<file path="src/rtl/float_pkg.sv">
// Shared float helpers for the IIR bank, adder and output converter.
// Field widths, bias, class encoding and unpack/classify functions.
package float_pkg;

    localparam int MAN_W   = 23;
    localparam int EXP_W   = 8;
    localparam int BIAS    = (1 << (EXP_W - 1)) - 1;
    localparam int EXP_MAX = (1 << EXP_W) - 1;

    typedef enum logic [1:0] {
        ZERO,
        NORM,
        INF,
        NAN
    } fp_class_e;

    typedef struct packed {
        logic            sign;
        logic [EXP_W-1:0] exp;
        logic [MAN_W:0]   man;
        fp_class_e        cls;
    } fp_unpacked_t;

    function automatic fp_class_e fp_classify(
        input logic exp_zero,
        input logic exp_max,
        input logic man_zero
    );
        fp_class_e c;
        if (exp_zero) begin
            c = ZERO;
        end else if (exp_max) begin
            c = man_zero ? INF : NAN;
        end else begin
            c = NORM;
        end
        return c;
    endfunction

    // Mantissa comes back with the hidden bit restored (zero for e=0).
    function automatic fp_unpacked_t fp_unpack(input logic [MAN_W+EXP_W:0] f);
        fp_unpacked_t u;
        u.sign = f[MAN_W+EXP_W];
        u.exp  = f[MAN_W+EXP_W-1:MAN_W];
        u.man  = {|u.exp, f[MAN_W-1:0]};
        u.cls  = fp_classify(u.exp == '0, &u.exp, f[MAN_W-1:0] == '0);
        return u;
    endfunction

endpackage

</file>
<file path="src/rtl/fp_round_shift.sv">
// Bidirectional barrel shift of a float magnitude into an integer,
// round-half-to-even on right shifts, overflow flag past OUT_W bits.
module fp_round_shift
    import float_pkg::*;
#(
    parameter int MAN   = MAN_W,
    parameter int OUT_W = 24,
    parameter int SH_W  = EXP_W + 3
) (
    input  logic                   [MAN:0]     mag_i,
    input  logic signed            [SH_W-1:0]  sh_i,
    output logic                   [OUT_W-1:0] res_o,
    output logic                               ovf_o
);

    localparam int WW = MAN + 3 + OUT_W;
    localparam int RW = 2 * MAN + 3;

    int              shi;
    logic [WW-1:0]   lw;
    logic [RW-1:0]   rw;
    logic [MAN:0]    ip;
    logic            g;
    logic            s;
    logic            inc;
    logic [WW-1:0]   rnd;

    always_comb begin
        shi   = int'(sh_i);
        lw    = '0;
        rw    = '0;
        ip    = '0;
        g     = 1'b0;
        s     = 1'b0;
        inc   = 1'b0;
        rnd   = '0;
        res_o = '0;
        ovf_o = 1'b0;
        if (shi >= 0) begin
            // Any shift past OUT_W pushes the hidden 1 out of range.
            if (shi > OUT_W) begin
                ovf_o = 1'b1;
            end else begin
                lw    = WW'(mag_i) << shi;
                ovf_o = |lw[WW-1:OUT_W];
                res_o = lw[OUT_W-1:0];
            end
        end else if ((-shi) <= MAN + 2) begin
            rw    = {mag_i, {(MAN+2){1'b0}}} >> (-shi);
            ip    = rw[RW-1:MAN+2];
            g     = rw[MAN+1];
            s     = |rw[MAN:0];
            inc   = g & (s | ip[0]);
            rnd   = WW'(ip) + WW'(inc);
            ovf_o = |rnd[WW-1:OUT_W];
            res_o = rnd[OUT_W-1:0];
        end
    end

endmodule

</file>
<file path="src/rtl/float_to_fixed_pipe.sv">
// Three-stage float to saturated fixed-point converter with a
// valid/ready handshake, per-sample sat/NaN flags and a sticky summary.
module float_to_fixed_pipe
    import float_pkg::*;
#(
    parameter int MAN   = MAN_W,
    parameter int EXP   = EXP_W,
    parameter int OUT_W = 24,
    parameter int FRAC  = 0
) (
    input  logic               clk,
    input  logic               rst_n,
    input  logic               in_valid,
    output logic               in_ready,
    input  logic [MAN+EXP:0]   in_float,
    output logic               out_valid,
    input  logic               out_ready,
    output logic [OUT_W-1:0]   out_fixed,
    output logic               out_sat,
    output logic               out_nan,
    input  logic               clr_sticky,
    output logic               sat_sticky
);

    localparam int BIAS_P = (1 << (EXP - 1)) - 1;
    localparam int SH_W   = EXP + 3;
    localparam logic [OUT_W-1:0] MAX_POS = {1'b0, {(OUT_W-1){1'b1}}};
    localparam logic [OUT_W-1:0] MIN_NEG = {1'b1, {(OUT_W-1){1'b0}}};

    logic en;

    logic             v1_q, v1_d;
    logic             sign1_q, sign1_d;
    logic [EXP-1:0]   exp1_q, exp1_d;
    logic [MAN:0]     man1_q, man1_d;
    fp_class_e        cls1_q, cls1_d;

    logic             v2_q, v2_d;
    logic             sign2_q, sign2_d;
    logic [SH_W-1:0]  sh2_q, sh2_d;
    logic [MAN:0]     man2_q, man2_d;
    fp_class_e        cls2_q, cls2_d;

    logic             out_valid_q, out_valid_d;
    logic [OUT_W-1:0] out_fixed_q, out_fixed_d;
    logic             out_sat_q, out_sat_d;
    logic             out_nan_q, out_nan_d;
    logic             sticky_q, sticky_d;

    logic [EXP-1:0]   in_exp;
    logic [MAN-1:0]   in_man;
    int               sh_int;
    logic [OUT_W-1:0] mag;
    logic             ovf;

    assign en       = !out_valid_q | out_ready;
    assign in_ready = en & rst_n;
    assign in_exp   = in_float[MAN+EXP-1:MAN];
    assign in_man   = in_float[MAN-1:0];

    always_comb begin
        v1_d    = v1_q;
        sign1_d = sign1_q;
        exp1_d  = exp1_q;
        man1_d  = man1_q;
        cls1_d  = cls1_q;
        if (en) begin
            v1_d    = in_valid;
            sign1_d = in_float[MAN+EXP];
            exp1_d  = in_exp;
            man1_d  = {|in_exp, in_man};
            cls1_d  = fp_classify(in_exp == '0, &in_exp, in_man == '0);
        end
    end

    always_comb begin
        sh_int  = int'(exp1_q) - BIAS_P - MAN + FRAC;
        v2_d    = v2_q;
        sign2_d = sign2_q;
        sh2_d   = sh2_q;
        man2_d  = man2_q;
        cls2_d  = cls2_q;
        if (en) begin
            v2_d    = v1_q;
            sign2_d = sign1_q;
            sh2_d   = SH_W'(sh_int);
            man2_d  = man1_q;
            cls2_d  = cls1_q;
        end
    end

    fp_round_shift #(
        .MAN   (MAN),
        .OUT_W (OUT_W),
        .SH_W  (SH_W)
    ) u_round_shift (
        .mag_i (man2_q),
        .sh_i  (sh2_q),
        .res_o (mag),
        .ovf_o (ovf)
    );

    // Rounding already happened on the magnitude; negate, then clip.
    always_comb begin
        out_valid_d = out_valid_q;
        out_fixed_d = out_fixed_q;
        out_sat_d   = out_sat_q;
        out_nan_d   = out_nan_q;
        if (en) begin
            out_valid_d = v2_q;
            out_fixed_d = '0;
            out_sat_d   = 1'b0;
            out_nan_d   = 1'b0;
            unique case (cls2_q)
                NAN: begin
                    out_nan_d = 1'b1;
                end
                INF: begin
                    out_sat_d   = 1'b1;
                    out_fixed_d = sign2_q ? MIN_NEG : MAX_POS;
                end
                NORM: begin
                    if (sign2_q) begin
                        if (ovf || (mag > MIN_NEG)) begin
                            out_sat_d   = 1'b1;
                            out_fixed_d = MIN_NEG;
                        end else begin
                            out_fixed_d = -mag;
                        end
                    end else begin
                        if (ovf || mag[OUT_W-1]) begin
                            out_sat_d   = 1'b1;
                            out_fixed_d = MAX_POS;
                        end else begin
                            out_fixed_d = mag;
                        end
                    end
                end
                default: begin
                    out_fixed_d = '0;
                end
            endcase
        end
    end

    always_comb begin
        sticky_d = clr_sticky ? 1'b0 : sticky_q;
        if (out_valid_q && out_ready && (out_sat_q || out_nan_q)) begin
            sticky_d = 1'b1;
        end
    end

    always_ff @(posedge clk) begin
        if (!rst_n) begin
            v1_q        <= 1'b0;
            sign1_q     <= 1'b0;
            exp1_q      <= '0;
            man1_q      <= '0;
            cls1_q      <= ZERO;
            v2_q        <= 1'b0;
            sign2_q     <= 1'b0;
            sh2_q       <= '0;
            man2_q      <= '0;
            cls2_q      <= ZERO;
            out_valid_q <= 1'b0;
            out_fixed_q <= '0;
            out_sat_q   <= 1'b0;
            out_nan_q   <= 1'b0;
            sticky_q    <= 1'b0;
        end else begin
            v1_q        <= v1_d;
            sign1_q     <= sign1_d;
            exp1_q      <= exp1_d;
            man1_q      <= man1_d;
            cls1_q      <= cls1_d;
            v2_q        <= v2_d;
            sign2_q     <= sign2_d;
            sh2_q       <= sh2_d;
            man2_q      <= man2_d;
            cls2_q      <= cls2_d;
            out_valid_q <= out_valid_d;
            out_fixed_q <= out_fixed_d;
            out_sat_q   <= out_sat_d;
            out_nan_q   <= out_nan_d;
            sticky_q    <= sticky_d;
        end
    end

    assign out_valid  = out_valid_q;
    assign out_fixed  = out_fixed_q;
    assign out_sat    = out_sat_q;
    assign out_nan    = out_nan_q;
    assign sat_sticky = sticky_q;

endmodule
</file>
<file path="config.mk">
export PLATFORM = sky130hd
export DESIGN_NAME = float_to_fixed_pipe
export DESIGN_NICKNAME = d
export VERILOG_FILES = /design/src/rtl/float_pkg.sv /design/src/rtl/fp_round_shift.sv /design/src/rtl/float_to_fixed_pipe.sv
export SDC_FILE = /design/constraint.sdc
export NUM_CORES = 1
export LEC_CHECK = 0
export CAP_MARGIN = 20
export CORE_MARGIN = 5
export CORE_UTILIZATION = 48
export DETAILED_ROUTE_END_ITERATION = 8
export PLACE_DENSITY_LB_ADDON = 0.05
export SETUP_SLACK_MARGIN = 0.05
export SYNTH_ARGS = -nofsm -noshare
export SYNTH_HDL_FRONTEND = slang
export SYNTH_SLANG_ARGS = --single-unit
</file>
<file path="constraint.sdc">
create_clock -name clk -period 6.6 [get_ports clk]
set_clock_uncertainty 0.15 [all_clocks]
set_input_delay 0.99 -clock clk [delete_from_list [all_inputs] [get_ports clk]]
set_output_delay 0.99 -clock clk [all_outputs]
set_load 0.02 [all_outputs]
</file>
==> flow_metrics.py <==
metrics = {
    "clocking": {
        "htreeDepth": 3,
        "clkTransAtPathRegs_ns": 0.08,
        "root_buffer": "clkbuf_16",
        "cts_sinks": 102,
        "cts_tree": "yes",
        "cts_buffers": 9,
        "clockBufferDepth": 2,
        "worstSkewPairLatency_ns": 0.37,
    },
    "placed_design": {
        "placed_cells": 1799,
        "gp_congestion": 1.133,
        "placed_cell_area_um2": 11910,
        "place_ws_ns": 0.3968,
        "io_buffers": 65,
        "dp_hpwl_mm": 33.32,
    },
    "pwr": {
        "seq_power_share": 0.313,
        "combPwrFrac": 0.428,
        "leakage_nw": 4.275,
        "peakVddDrop_uv": 123.9,
        "p_int_mw": 1.253,
        "p_per_area_nw_per_um2": 176.3,
        "p_sw_frac": 0.4213,
        "p_switching_uw": 912.2,
        "pwr-share-clk": 0.259,
    },
    "route": {
        "remaining_drc_errors": 0,
        "wirelength_mm": 43.24,
        "ant_nets": 0,
        "drtIter0Drc": 1440,
        "vias": 12320,
        "dr.pass1.iters": 6,
        "wire_per_inst_um": 23.77,
        "viasPerCell": 6.773,
    },
    "global_route": {
        "antenna_found_initial": 0,
        "grt_pass1_vias": 11090,
        "overflow": 0,
        "grt_use_total": 0.3218,
        "grt_pass1_wl_mm": 66.12,
        "grt_max_degree": 90,
    },
    "setup_path": {
        "cpLargestDelayFamily": "simple AND/OR/NAND/NOR gates",
        "crit_path_max_fanout": 20,
        "critPathCaptureType": "register",
        "critPathArrivalTime_ns": 6.38,
        "worstPathRequired_ns": 6.76,
        "critical_path_class": "reg -> reg",
        "max_stage_delay_ns": 0.64,
        "cp_cell_sequence": "clkinv_1 -> ha_2 -> buf_4 -> mux2_2 -> mux2i_1 -> mux2i_1 -> nor4_1 -> o221ai_1 -> a21oi_1 -> a21oi_1 -> o22ai_2 -> or3b_1 -> or4b_1 -> or3_1 -> or4_1 -> a31oi_1 -> a22o_1",
        "critPathSlowestCell": "ha_2",
        "critPathBufInv": 2,
        "regToRegSetupSlack_ns": 0.37,
        "start_kind": "register",
    },
    "die": {
        "die_area_um2": 25750,
        "io_pins": 66,
        "die_w_um": 160.5,
        "fp.dieH_um": 160.5,
        "num_rows": 55,
        "start_util": 0.4843,
        "core_um2": 22430,
    },
    "logic_synthesis": {
        "synthFlopType": "dfxtp_1",
        "synth_area_um2": 10870,
        "yosysSeqAreaShare": 0.1879,
        "synth-edff-count": 0,
        "synth_top_area_cell": "dfxtp_1",
        "ys_types": 99,
        "synth_async_sr_flop_share": 0,
        "syn_inst": 1503,
        "synthTopCellsByArea": "dfxtp_1 (19%), nand2_1 (8.3%), a21oi_1 (7.6%), mux2i_1 (5.8%), mux4_2 (4.1%)",
        "ys_seq_elements": 102,
        "syn_nets": 1558,
        "synth_top_area_share": 0.1879,
        "yosysWarnings": 0,
        "avgSynthCellArea_um2": 7.229,
    },
    "cells_and_area": {
        "nNetsFinal": 1584,
        "stdcell_area_um2": 12280,
        "antenna_cells": 0,
        "syn_to_final_growth_pct": 13.01,
        "drive_gt1_frac": 0.1323,
        "num-fill-cells": 2260,
        "final_cells": 1819,
    },
    "status": {
        "outcome": "completed",
    },
    "sta": {
        "hold_violations": 0,
        "fin_crit_sh": 0.9435,
        "slew_headroom": 0.2985,
        "fin_tns_setup_ns": 0,
        "setup_violations": 0,
        "period_needed_ns": 6.227,
        "max_slew.worst_pin.slew_ns": 1.050,
        "rsz0062_at_grt": "no",
        "slew_viol_final": 0,
        "fmax_mhz": 160.6,
        "finalWorstSetupSlack_ns": 0.3729,
    },
    "min_path": {
        "min_path_type": "reg -> reg",
    },
    "run": {
        "maxCapViolations": 0,
    },
}
sequential cells by signal, summed over array words and instances (netlist names), 2 cells and up:
register	flops
out_fixed	24
cls2_q	2
sh2_q	10
exp1_q	8
man1_q	24
cls1_q	2
man2_q	24
kinds of logic after synthesis:
logic type               Yosys count  synth area share
AO/OA/AOI/OAI                    447            0.2744
XOR/XNOR                          38           0.03063
buffers and inverters            141           0.05516
flip-flops                       102            0.1879
multiplexers                     112            0.1295
AND/OR/NAND/NOR                  645            0.3016
adder cells (fa/ha/maj)           18           0.02073
path summary, 6_finish.rpt:
| kind | from | to | cells past startpoint |
|---|---|---|---|
| hold reg to reg | man1_q[11] | man1_q[11] | 2 |
| setup reg to reg | sh2_q[0] | out_fixed[21] | 17 |
| setup / recovery | sh2_q[0] | out_fixed[21] | 17 |
| hold / removal | man1_q[11] | man1_q[11] | 2 |
what timing repair did:
action,4_1_cts,5_1_grt
endpoints found under the setup margin,0,22
setup buffers,0,3
resized for setup,0,6
hold endpoints to repair,0,0
hold buffers,0,0
stage by stage:
step                      total power, mW  hold WS (ns)    util
final                               2.165        0.3019  0.5474
after global routing                2.259        0.3205  0.5474
after CTS                           2.144        0.3059  0.5445
after global placement              1.582        0.2873  0.5307
after floorplan                     1.276        0.2821       -
after detailed placement            1.579        0.2906  0.5310
cell usage after synthesis, types with 15 or more instances:
cell / instances
nand2_1: 241
a21oi_1: 164
dfxtp_1: 102
nor2_1: 102
clkbuf_1: 79
mux2i_1: 63
nor3_1: 62
o21ai_0: 51
nand3_1: 37
mux2_2: 29
nor4_1: 29
nand4_1: 28
xnor2_1: 25
o31ai_1: 21
mux4_2: 20
ha_1: 18
nand2b_1: 18
inv_1: 17
o211ai_1: 17
a211oi_1: 16
a31oi_1: 16
buf_1: 16
buf_2: 16
or3_1: 16
o22ai_1: 15
or4_1: 15
power groups by stage:
stage | combinational [mW] | sequential [mW] | clock (mW)
5_1_grt | 0.976 | 0.683 | 0.600
2_1_floorplan | 0.597 | 0.680 | 0
3_5_place_dp | 0.888 | 0.692 | 0
4_1_cts | 0.892 | 0.677 | 0.575
3_3_place_gp | 0.891 | 0.690 | 0
6_report | 0.927 | 0.678 | 0.560
cell usage in the layout, fill, tap and decap left out, types with 9 or more instances in the layout:
cell / n
mux4_2: 20
clkdlybuf4s50_1: 65
or3_1: 16
o211ai_1: 17
a21oi_1: 164
clkbuf_16: 9
a211oi_1: 16
a31oi_1: 16
dfxtp_1: 101
nor3_1: 60
mux2_2: 29
o22ai_1: 15
a21o_1: 14
nor2b_1: 12
nor4_1: 29
mux2i_1: 63
inv_1: 16
nand2b_1: 17
and3_1: 10
o21ai_0: 51
nand3b_1: 9
xnor2_1: 24
xor2_1: 12
ha_1: 17
buf_4: 71
a22oi_1: 11
nand2_1: 241
nand3_1: 36
o31ai_1: 20
or4_1: 15
nand4_1: 28
nor2_1: 101
routing by layer:
metal  routed length (um)  global-route usage  up-vias
li1                     -                   -     5707
met3                 4517             0.07698      117
met4                 1781              0.1220        0
met1                18640              0.4549     5805
met5                    0                   0        -
met2                18310              0.4741      691
tightest hold or removal path, cell delays in order, from the launching register on:
cell and delay (ns):
dfxtp_1 0.32, nand2_1 0.05, a21oi_1 0.05
final cells by class:
type,count,area (um^2),share of cell area
clock buffer,10,239.0,0.01946
clock inverter,6,63.81,0.005197
inverter,19,71.32,0.005808
multi-input combinational,1260,8299,0.6759
sequential,102,2046,0.1666
tap,285,356.6,0.02904
timing repair buffer,137,1204,0.09802
Note: power is estimated with default switching activity, not from simulation.
